**config.mk**
```make
export PLATFORM = sky130hd
export DESIGN_NAME = uart_tx_param
export DESIGN_NICKNAME = d
export VERILOG_FILES = /design/src/rtl/uart_pkg.sv /design/src/rtl/uart_baud_tick.sv /design/src/rtl/uart_tx_param.sv
export SDC_FILE = /design/constraint.sdc
export NUM_CORES = 1
export LEC_CHECK = 0
export ABC_AREA = 1
export BUFFER_PORTS_ARGS = -buffer_cell sky130_fd_sc_hd__buf_4
export CORE_MARGIN = 2
export CORE_UTILIZATION = 59
export CTS_CLUSTER_SIZE = 20
export DETAILED_ROUTE_END_ITERATION = 10
export PLACE_DENSITY = 0.79
export SLEW_MARGIN = 15
export SYNTH_ARGS = -nofsm -noshare
export SYNTH_HDL_FRONTEND = slang
export SYNTH_SLANG_ARGS = --single-unit
```
**constraint.sdc**
```tcl
create_clock -name clk -period 1.8 [get_ports clk]
set_input_delay 0.36 -clock clk [delete_from_list [all_inputs] [get_ports clk]]
set_output_delay 0.36 -clock clk [all_outputs]
set_load 0.02 [all_outputs]
```
**src/rtl/uart_pkg.sv**
```systemverilog
// Shared definitions for the parametrised UART: state encoding, parity modes
// and baud divider helpers.
package uart_pkg;

  typedef enum logic [2:0] {
    ST_IDLE   = 3'd0,
    ST_START  = 3'd1,
    ST_DATA   = 3'd2,
    ST_PARITY = 3'd3,
    ST_STOP   = 3'd4
  } state_t;

  localparam int PAR_NONE = 0;
  localparam int PAR_ODD  = 1;
  localparam int PAR_EVEN = 2;

  function automatic int calc_baud_div(input int clk_freq, input int baud);
    return clk_freq / baud;
  endfunction

  // Width of a counter running 0..div-1; never narrower than one bit.
  function automatic int calc_cnt_width(input int div);
    return (div < 2) ? 1 : $clog2(div);
  endfunction

endpackage

```
**src/rtl/uart_baud_tick.sv**
```systemverilog
// Bit-period timer: tick pulses on the last cycle of every BAUD_DIV enabled
// cycles. clear restarts the period from zero.
module uart_baud_tick
  import uart_pkg::*;
#(
  parameter int BAUD_DIV = 10
) (
  input  logic clk,
  input  logic rst,
  input  logic clear,
  input  logic enable,
  output logic tick
);

  localparam int W = calc_cnt_width(BAUD_DIV);
  localparam logic [W-1:0] LAST = W'(BAUD_DIV - 1);

  logic [W-1:0] cnt;

  always_ff @(posedge clk) begin
    if (rst || clear) begin
      cnt <= '0;
    end else if (enable) begin
      cnt <= (cnt == LAST) ? '0 : cnt + 1'b1;
    end
  end

  // Combinational so the consumer can act on the boundary edge itself.
  assign tick = enable && (cnt == LAST);

endmodule

```
**src/rtl/uart_tx_param.sv**
```systemverilog
// Parametrised UART transmitter: start bit, 5..8 data bits LSB first,
// optional parity, 1 or 2 stop bits, valid/ready input handshake.
module uart_tx_param
  import uart_pkg::*;
#(
  parameter int CLK_FREQ  = 100000000,
  parameter int BAUD      = 9600,
  parameter int DATA_BITS = 8,
  parameter int PARITY    = 0,
  parameter int STOP_BITS = 1
) (
  input  logic                 clk,
  input  logic                 rst,
  input  logic                 valid,
  input  logic [DATA_BITS-1:0] data,
  output logic                 ready,
  output logic                 busy,
  output logic                 done,
  output logic                 dout
);

  localparam int BAUD_DIV = calc_baud_div(CLK_FREQ, BAUD);
  localparam logic [2:0] LAST_DATA = 3'(DATA_BITS - 1);
  localparam logic [2:0] LAST_STOP = 3'(STOP_BITS - 1);

  if (BAUD_DIV < 2) begin : g_bad_baud
    $error("uart_tx_param: CLK_FREQ/BAUD must be at least 2");
  end
  if (DATA_BITS < 5 || DATA_BITS > 8) begin : g_bad_data_bits
    $error("uart_tx_param: DATA_BITS must be 5..8");
  end
  if (PARITY != PAR_NONE && PARITY != PAR_ODD && PARITY != PAR_EVEN) begin : g_bad_parity
    $error("uart_tx_param: PARITY must be 0, 1 or 2");
  end
  if (STOP_BITS != 1 && STOP_BITS != 2) begin : g_bad_stop_bits
    $error("uart_tx_param: STOP_BITS must be 1 or 2");
  end

  // Handshake: a word transfers on a rising edge where valid && ready are
  // both high; ready is registered, so valid never reaches an output
  // combinationally.
  state_t               state, state_n;
  logic [DATA_BITS-1:0] shreg, shreg_n;
  logic                 par_bit, par_bit_n;
  logic [2:0]           bit_cnt, bit_cnt_n;
  logic                 dout_n, ready_n, busy_n, done_n;
  logic                 accept;
  logic                 tick;

  assign accept = valid && ready;

  uart_baud_tick #(
    .BAUD_DIV(BAUD_DIV)
  ) u_baud_tick (
    .clk   (clk),
    .rst   (rst),
    .clear (accept),
    .enable(state != ST_IDLE),
    .tick  (tick)
  );

  always_ff @(posedge clk) begin
    if (rst) begin
      state   <= ST_IDLE;
      shreg   <= '0;
      par_bit <= 1'b0;
      bit_cnt <= '0;
      dout    <= 1'b1;
      ready   <= 1'b1;
      busy    <= 1'b0;
      done    <= 1'b0;
    end else begin
      state   <= state_n;
      shreg   <= shreg_n;
      par_bit <= par_bit_n;
      bit_cnt <= bit_cnt_n;
      dout    <= dout_n;
      ready   <= ready_n;
      busy    <= busy_n;
      done    <= done_n;
    end
  end

  always_comb begin
    state_n   = state;
    shreg_n   = shreg;
    par_bit_n = par_bit;
    bit_cnt_n = bit_cnt;
    dout_n    = dout;
    ready_n   = ready;
    busy_n    = busy;
    done_n    = 1'b0;
    case (state)
      ST_IDLE: begin
        if (accept) begin
          state_n   = ST_START;
          shreg_n   = data;
          par_bit_n = (PARITY == PAR_EVEN) ? ^data : ~^data;
          bit_cnt_n = '0;
          dout_n    = 1'b0;
          ready_n   = 1'b0;
          busy_n    = 1'b1;
        end
      end
      ST_START: begin
        if (tick) begin
          state_n   = ST_DATA;
          dout_n    = shreg[0];
          shreg_n   = shreg >> 1;
          bit_cnt_n = '0;
        end
      end
      ST_DATA: begin
        if (tick) begin
          if (bit_cnt == LAST_DATA) begin
            bit_cnt_n = '0;
            if (PARITY != PAR_NONE) begin
              state_n = ST_PARITY;
              dout_n  = par_bit;
            end else begin
              state_n = ST_STOP;
              dout_n  = 1'b1;
            end
          end else begin
            bit_cnt_n = bit_cnt + 3'd1;
            dout_n    = shreg[0];
            shreg_n   = shreg >> 1;
          end
        end
      end
      ST_PARITY: begin
        if (tick) begin
          state_n   = ST_STOP;
          dout_n    = 1'b1;
          bit_cnt_n = '0;
        end
      end
      ST_STOP: begin
        if (tick) begin
          if (bit_cnt == LAST_STOP) begin
            state_n = ST_IDLE;
            ready_n = 1'b1;
            busy_n  = 1'b0;
            done_n  = 1'b1;
            dout_n  = 1'b1;
          end else begin
            bit_cnt_n = bit_cnt + 3'd1;
          end
        end
      end
      default: state_n = ST_IDLE;
    endcase
  end

endmodule

```
==> results of run 1 <==
[flip-flops by register name, summed over array words and instances (netlist names)]
| signal | cells |
|---|---|
| bit_cnt | 3 |
| busy | 1 |
| done | 1 |
| dout | 1 |
| ready | 1 |
| shreg | 8 |
| state | 3 |
| u_baud_tick.cnt | 14 |
[logic make-up after synthesis]
family / after synthesis
AND/OR/NAND/NOR: 154
adder cells (fa/ha/maj): 4
XOR/XNOR: 2
flip-flops: 32
AO/OA/AOI/OAI: 32
buffers and inverters: 31
[area by class of cell]
cell class | instances | area share [%]
multi-input combinational | 192 | 50.67
sequential | 32 | 31.08
inverter | 29 | 5.865
timing repair buffer | 16 | 5.804
clock buffer | 7 | 3.144
tap | 33 | 1.995
clock inverter | 1 | 1.451
[routing by layer]
metal	vias to the layer above	track usage [%]
li1	855	-
met1	726	27.14
met2	28	39.25
met3	7	6.550
met4	0	8.442
met5	-	0
[path summary, 6_finish.rpt]
check / start / end / slack, ns / depth (start not counted)
worst max-delay path: u_baud_tick.cnt[0] / state[2] / 0.16 / 9
worst min register to register: shreg[7] / shreg[7] / 0.47 / 2
worst min-delay path: rst / busy / 0.24 / 2
worst max register to register: u_baud_tick.cnt[0] / state[2] / 0.16 / 9
[worst register-to-register path: cells and delay by family, from the launching register on]
kind	cells	cell delay, ns
DFF	1	0.39
adders and majority gates	1	0.20
and+or+nand+nor	7	0.88
AOI/OAI and AO/OA	1	0.12
[cell usage in the layout, fill, tap and decap left out, types with 2 or more instances in the layout]
master	netlist	final
a21oi_1	12	12
buf_4	0	16
clkbuf_4	0	5
clkbuf_8	0	2
dfxtp_1	32	30
dfxtp_2	0	2
ha_1	4	4
inv_1	23	23
inv_2	2	2
inv_4	3	3
nand2_1	68	68
nand2_2	4	4
nand2_4	3	3
nand2_8	2	2
nand3_1	11	10
nand3_2	3	4
nand3b_1	2	2
nand4_1	3	3
nor2_1	43	42
nor2_2	3	3
nor2_4	4	5
nor3_1	4	4
o21ai_0	7	6
o21ai_1	8	9
or2_2	2	2
xor2_1	2	2
[power breakdown]
group	total (mW)	internal, mW	switching [mW]
combinational	1.90	0.674	1.22
clock	0.629	0.369	0.260
sequential	1.03	0.885	0.140
total	3.55	1.93	1.62
[per-stage QoR]
stage	area, um^2	instances
after floorplan	1802	255
after global placement	1956	302
after detailed placement	1956	302
after CTS	2051	310
after global routing	2069	310
final	2069	310
==> results.yml, run 1 <==
setup_path:
  crit_path_end_kind: "flop"
  critPathArrivalTime_ns: 1.92
  worstPathCellList: "ha_1 > nand3_1 > nor2_2 > nand2_2 > nand2_2 > nand3_2 > nor2_4 > nand2_1 > a21oi_1"
  crit_top_cell: "nand2_2"
  crit_family: "simple AND/OR/NAND/NOR gates"
  critPathKind: "reg2reg"
  crit_fanout: 6
  cp_num_buf_inv: 0
  critPathRequiredTime_ns: 2.08
  startpoint_type: "flop"
  max_stage_delay_ns: 0.39
  cp_slowest_cell: "dfxtp_2"
run_status:
  outcome: "finished, final reports clean"
synth:
  synth_commonest_cells: "nand2_1 (68), nor2_1 (43), dfxtp_1 (32)"
  avgSynthCellArea_um2: 7.066
  synth.distinct_cells: 31
  synth_fp_nets: 270
  muxShareOfSynthArea_pct: 0
  synthCells: 255
  synth_adder_area_share_pct: 2.778
  synth_edf_count: 0
  synth_area_um2: 1802
  synthTopCellsByArea: "dfxtp_1 (36%), nand2_1 (14%), nor2_1 (9.0%), inv_1 (4.8%), a21oi_1 (3.3%)"
  synth_xor_area_share_pct: 0.9722
  synth-compound-area-share_pct: 10.90
  synth_top_family_by_area: "simple AND/OR/NAND/NOR gates"
  synth_ff_type: "dfxtp_1"
  synth_seq_cells: 32
  yosysTopAreaCell: "dfxtp_1"
  ys_seq_area_share_pct: 35.56
  synth_top_area_share_pct: 35.56
  synthMostInstantiatedCell: "nand2_1"
  synth_async_sr_flop_share_pct: 0
  yosys_warnings: 0
  synth_simple_gate_area_share_pct: 42.64
floorplanning:
  core_um2: 2978
  die-width_um: 59.26
  num_io_pins: 15
  die_h_um: 59.26
  die-area_um2: 3512
  start_util_pct: 60.50
  placementRows: 20
route:
  drt-wirelength-per-cell_um: 11.54
  drt_iter0_markers: 65
  antenna_left: 0
  m1WireLength_um: 1642
  first_pass_iters: 4
  dr_wl_met2_um: 1717
  dr_wl_met3_um: 157
  via_count: 1616
  drc: 0
  drt_wl_total_um: 3578
  viasPerCell: 5.213
  highest_layer: "met4"
cts:
  cts_hold_buf: 0
  cts-root-buf: "clkbuf_4"
  ctsResizeCount: 0
  htreeDepth: 2
  clk_latency_ns: 0.35
  clock_sinks: 32
  tritoncts: "yes"
  numCtsBuffers: 5
  path_clk_slew_ns: 0.11
  cts_setup_buffers: 0
  cts_buffer_depth: 2
layout:
  regArea_um2: 643.1
  drive_gt1_share_pct: 21.66
  n_antenna_cell: 0
  multi_input_area_um2: 1049
  fill_cells: 268
  area_delta_synth_final_pct: 14.86
  final_util_pct: 69.50
  nets: 291
power:
  leakagePower_nw: 0.9319
  power_mw: 3.552
  p_per_area_nw_per_um2: 1716
  ir_drop_v: 0.001270
hold_path:
  hold_path_class: "in2reg"
global_route:
  grt_overflow_total: 0
  antenna_found_initial: 0
  track_usage_pct: 22.97
  grt_pass1_vias: 1393
  grt_max_degree: 13
  grt_pass1_wl_um: 6023
run:
  cap_violations: 0
timing:
  skew_ns: 0.005934
  drv_slew: 0
  setup_tns_ns: 0
  finalCriticalPeriod_ns: 1.639
  hold_slack_ns: 0.2424
  grt_setup_unrepaired: "no"
  max-slew-margin-rel_pct: 74.40
  fin_ws_ns: 0.1610
  setup_viol: 0
  max_freq_mhz: 610.1
  worst_pin_slew_ns: 0.3835
  finalHoldViolCount: 0
  period_share_pct: 91.06
placed_design:
  io_buffers: 14
  place_hpwl_um: 2641
  place_congestion: 0.8201
  post-place-ws_ns: 0.1188
Note: power is estimated with default switching activity, not from simulation.
==> run 2, diff against run 1 <==
--- a/config.mk
+++ b/config.mk
@@ -8,10 +8,10 @@
 export ABC_AREA = 1
 export BUFFER_PORTS_ARGS = -buffer_cell sky130_fd_sc_hd__buf_4
 export CORE_MARGIN = 2
-export CORE_UTILIZATION = 59
+export CORE_UTILIZATION = 45
 export CTS_CLUSTER_SIZE = 20
 export DETAILED_ROUTE_END_ITERATION = 10
-export PLACE_DENSITY = 0.79
+export REMOVE_ABC_BUFFERS = 1
 export SLEW_MARGIN = 15
 export SYNTH_ARGS = -nofsm -noshare
 export SYNTH_HDL_FRONTEND = slang
==> run 2 against run 1 <==
Against the previous run: highest routed layer unchanged; clock power is 18% lower; worst hold slack better by 0.066 ns; maximum frequency is 0.13% lower; largest cell class unchanged; register-to-register slack hardly changed; critical path depth is 1 lower.
==> results.yml, run 2 (same netlist as run 1, synthesis figures left out) <==
route:
  first_pass_iters: 4
  antenna_left: 0
  via_count: 1537
  drt_iter0_markers: 81
  drt_wl_total_um: 3369
  viasPerCell: 4.744
  drt-wirelength-per-cell_um: 10.40
  drc: 0
placed_design:
  post-place-ws_ns: 0.1015
  place_hpwl_um: 2545
  io_buffers: 14
  place_congestion: 0.8307
  place_inst: 317
setup_path:
  critPathArrivalTime_ns: 1.81
  crit_top_cell: "nor2_2"
  critPathRequiredTime_ns: 1.97
  rr_worst_depth: 8
  max_stage_delay_ns: 0.37
  cp_num_cells: 8
  startpoint_type: "flop"
  crit_family: "simple AND/OR/NAND/NOR gates"
  critPathKind: "reg2reg"
  cp_num_buf_inv: 0
  crit_path_end_kind: "flop"
  crit_fanout: 6
  cp_slowest_cell: "dfxtp_2"
  worstPathCellList: "ha_1 > nand3_1 > nor2_2 > nand2_2 > a21boi_4 > nand3_2 > nor2_1 > nor2_2"
cts:
  numCtsBuffers: 5
  htreeDepth: 2
  tritoncts: "yes"
  clk_latency_ns: 0.28
  cts_buffer_depth: 2
  cts_setup_buffers: 0
  clock_sinks: 32
  cts-root-buf: "clkbuf_8"
  path_clk_slew_ns: 0.07
  cts_hold_buf: 0
global_route:
  grt_pass1_vias: 1371
  antenna_found_initial: 0
  grt_overflow_total: 0
  grt_max_degree: 13
  grt_pass1_wl_um: 5954
  track_usage_pct: 17.81
timing:
  finalCriticalPeriod_ns: 1.641
  finalHoldViolCount: 0
  max-slew-margin-rel_pct: 74.87
  drv_slew: 0
  skew_ns: 0.005721
  setup_viol: 0
  hold_slack_ns: 0.3085
  max_freq_mhz: 609.3
  worst_pin_slew_ns: 0.3766
  fin_ws_ns: 0.1588
  setup_tns_ns: 0
  grt_setup_unrepaired: "no"
  period_share_pct: 91.18
layout:
  final_cell_mix: "nand2_1 (68), nor2_1 (43), dfxtp_1 (30)"
  area_delta_synth_final_pct: 14.79
  nets: 291
  fill_cells: 389
  final_common_cell: "nand2_1"
  top_regs: "u_baud_tick.cnt (14), shreg (8)"
  drive_gt1_share_pct: 20.65
  n_antenna_cell: 0
  largest_reg_flops: 14
  top_register: "u_baud_tick.cnt"
  final_cells: 324
hold_path:
  hold_path_class: "in2reg"
  hold_depth: 2
floorplanning:
  num_io_pins: 15
  placementRows: 22
  start_util_pct: 48.13
  core_um2: 3744
  die-area_um2: 4526
  die-width_um: 67.28
  die_h_um: 67.28
run:
  cap_violations: 0
power:
  leakagePower_nw: 0.9219
  power_mw: 3.406
  p_per_area_nw_per_um2: 1647
  ir_drop_v: 0.0006507
run_status:
  outcome: "finished, final reports clean"
[run 2: power by group]
group	total (mW)	leakage, nW	internal [mW]	switching [mW]
clock	0.513	0.0410	0.262	0.251
combinational	1.87	0.618	0.673	1.20
sequential	1.02	0.262	0.886	0.133
total	3.41	0.922	1.82	1.59
[run 2: timing repair]
item,CTS,global route
gates resized for setup,0,5
endpoints found under the hold margin,0,0
setup endpoints to repair,0,17
[run 2: path summary, 6_finish.rpt]
kind	from	to	slack [ns]
max	u_baud_tick.cnt[0]	bit_cnt[1]	0.16
min	rst	state[2]	0.31
max reg2reg	u_baud_tick.cnt[0]	bit_cnt[1]	0.16
min reg2reg	shreg[7]	shreg[7]	0.47
[run 2: area by class of cell]
class                           count  area (um^2)  share of cell area (%)
Clock inverter                      1        5.005                  0.2420
Timing Repair Buffer               16        120.1                   5.808
Tap cell                           48        60.06                   2.904
Clock buffer                        6        72.57                   3.509
Multi-Input combinational cell    192         1046                   50.57
Sequential cell                    32        643.1                   31.10
Inverter                           29        121.4                   5.868
[run 2: routing by layer]
metal  GRT usage [%]  share of wire (%)  vias up
li1                -                  -      850
met1           24.46                 54      666
met2           25.62                 41       16
met3           5.500                3.3        5
met4           7.653                1.6        0
met5               0                  0        -
[run 2: stage by stage]
step                util, %  instance area (um^2)
global placement      52.74                  1974
finish                55.25                  2068
detailed placement    52.74                  1974
global route          55.25                  2068
CTS                   54.81                  2052
floorplan                 -                  1794
==> run 3, diff against run 2 <==
--- a/config.mk
+++ b/config.mk
@@ -11,6 +11,7 @@
 export CORE_UTILIZATION = 45
 export CTS_CLUSTER_SIZE = 20
 export DETAILED_ROUTE_END_ITERATION = 10
+export PLACE_DENSITY = 0.6
 export REMOVE_ABC_BUFFERS = 1
 export SLEW_MARGIN = 15
 export SYNTH_ARGS = -nofsm -noshare
==> constraint.sdc (replaced) <==
create_clock -name clk -period 2.1 [get_ports clk]
set_input_delay 0.42 -clock clk [delete_from_list [all_inputs] [get_ports clk]]
set_output_delay 0.42 -clock clk [all_outputs]
set_load 0.02 [all_outputs]
==> run 3 against run 2 <==
Against the previous run: clock-buffer cell count increased by 1; clock skew decreased by 0.00052 ns; maximum frequency decreased by 5.7%; clock power about the same; sequential share of layout area about the same; critical path type unchanged; largest cell class unchanged; via count increased by 0.72%; flip-flop and latch count unchanged; sequential power decreased by 14%; power decreased by 13%; combinational power decreased by 16%; worst setup slack improved by 0.20 ns; first-iteration DRC count decreased by 23%.
==> results.yml, run 3 (same netlist as run 1, synthesis figures left out) <==
run_status:
  outcome: "finished, final reports clean"
hold_path:
  min_from: "rst"
  hold_path_class: "in2reg"
setup_path:
  critPathRequiredTime_ns: 2.27
  r2r_start: "u_baud_tick.cnt[1]"
  critPathArrivalTime_ns: 1.92
  crit_path_end_kind: "flop"
  critPathKind: "reg2reg"
  crit_start: "u_baud_tick.cnt[1]"
  crit_fanout: 3
  startpoint_type: "flop"
cts:
  numCtsBuffers: 5
  cts_setup_buffers: 0
  htreeDepth: 2
  ctsResizeCount: 0
  tritoncts: "yes"
  cts-root-buf: "clkbuf_8"
  clock_sinks: 32
  cts_hold_buf: 0
  path_clk_slew_ns: 0.07
  clk_latency_ns: 0.28
  cts_buffer_depth: 2
layout:
  final_cell_area_um2: 2063
  drive_gt1_share_pct: 19.27
  final_cell_mix: "nand2_1 (68), nor2_1 (43), dfxtp_1 (32)"
  largest_reg_flops: 14
  final_util_pct: 55.11
  regArea_um2: 640.6
  fill_cells: 402
  area_delta_synth_final_pct: 14.51
  nets: 290
  final_common_cell: "nand2_1"
  multi_input_area_um2: 1032
  top_regs: "u_baud_tick.cnt (14), shreg (8)"
  top_register: "u_baud_tick.cnt"
  n_antenna_cell: 0
floorplanning:
  start_util_pct: 48.13
  die-area_um2: 4526
  num_io_pins: 15
  placementRows: 22
  core_um2: 3744
  die_h_um: 67.28
  die-width_um: 67.28
global_route:
  grt_pass1_vias: 1366
  antenna_found_initial: 0
  grt_overflow_total: 0
  track_usage_pct: 17.43
  grt_max_degree: 13
  grt_pass1_wl_um: 5996
timing:
  setup_tns_ns: 0
  finalCriticalPeriod_ns: 1.741
  worst_pin_slew_ns: 0.3840
  setup_viol: 0
  grt_setup_unrepaired: "no"
  period_share_pct: 82.92
  max-slew-margin-rel_pct: 74.37
  drv_slew: 0
  finalHoldViolCount: 0
  max_freq_mhz: 574.3
  skew_ns: 0.005203
route:
  via_count: 1548
  first_pass_iters: 4
  drt-wirelength-per-cell_um: 10.84
  drc: 0
  antenna_left: 0
  drt_wl_total_um: 3501
  viasPerCell: 4.793
  drt_iter0_markers: 62
power:
  ir_drop_v: 0.0006390
  leakagePower_nw: 0.9207
  p_per_area_nw_per_um2: 1438
  power_mw: 2.967
placed_design:
  place_hpwl_um: 2625
  place_congestion: 0.8383
  io_buffers: 14
  place_area_um2: 1967
run:
  cap_violations: 0
-- run 3: area by class of cell --
type                       count  share of cell area (%)
sequential                    32                   31.05
inverter                      29                   5.882
timing repair buffer          15                   5.458
multi-input combinational    192                   50.03
clock buffer                   7                   4.669
tap                           48                   2.911
-- run 3: metrics by stage --
step | std cells | setup WS, ns | hold slack [ns]
2_1_floorplan | 253 | 0.5718 | 0.4345
3_3_place_gp | 316 | 0.3885 | 0.4592
3_5_place_dp | 316 | 0.3618 | 0.4591
4_1_cts | 323 | 0.3381 | 0.3497
5_1_grt | 323 | 0.1141 | 0.3658
6_report | 323 | 0.3587 | 0.3619
-- run 3: final timing paths --
check,to,slack [ns],cells after the start
worst min-delay path,bit_cnt[0],0.36,2
worst min register to register,shreg[7],0.46,2
worst max-delay path,u_baud_tick.cnt[12],0.36,10
worst max register to register,u_baud_tick.cnt[12],0.36,10
-- run 3: layer usage --
metal / track usage (%) / vias up / wire length [um]
met5: 0 / - / 0
met2: 27.23 / 27 / 1473
met1: 23.17 / 667 / 1825
met3: 4.167 / 6 / 150
met4: 6.888 / 0 / 51
li1: - / 848 / -
-- run 3: worst max-delay path, cell delays in order (launching register included) --
cell	delay (ns)
dfxtp_1	0.41
ha_1	0.23
nand2_1	0.08
nor3_1	0.25
nand2_1	0.08
nor2_1	0.17
nand2_1	0.11
nor2_1	0.14
nand2_1	0.06
nand2_1	0.05
nor2_1	0.04
-- run 3: power by group --
group          switching, mW  total [mW]  internal [mW]
Clock                  0.221       0.512          0.292
Combinational           1.02        1.58          0.559
Sequential             0.117       0.873          0.756
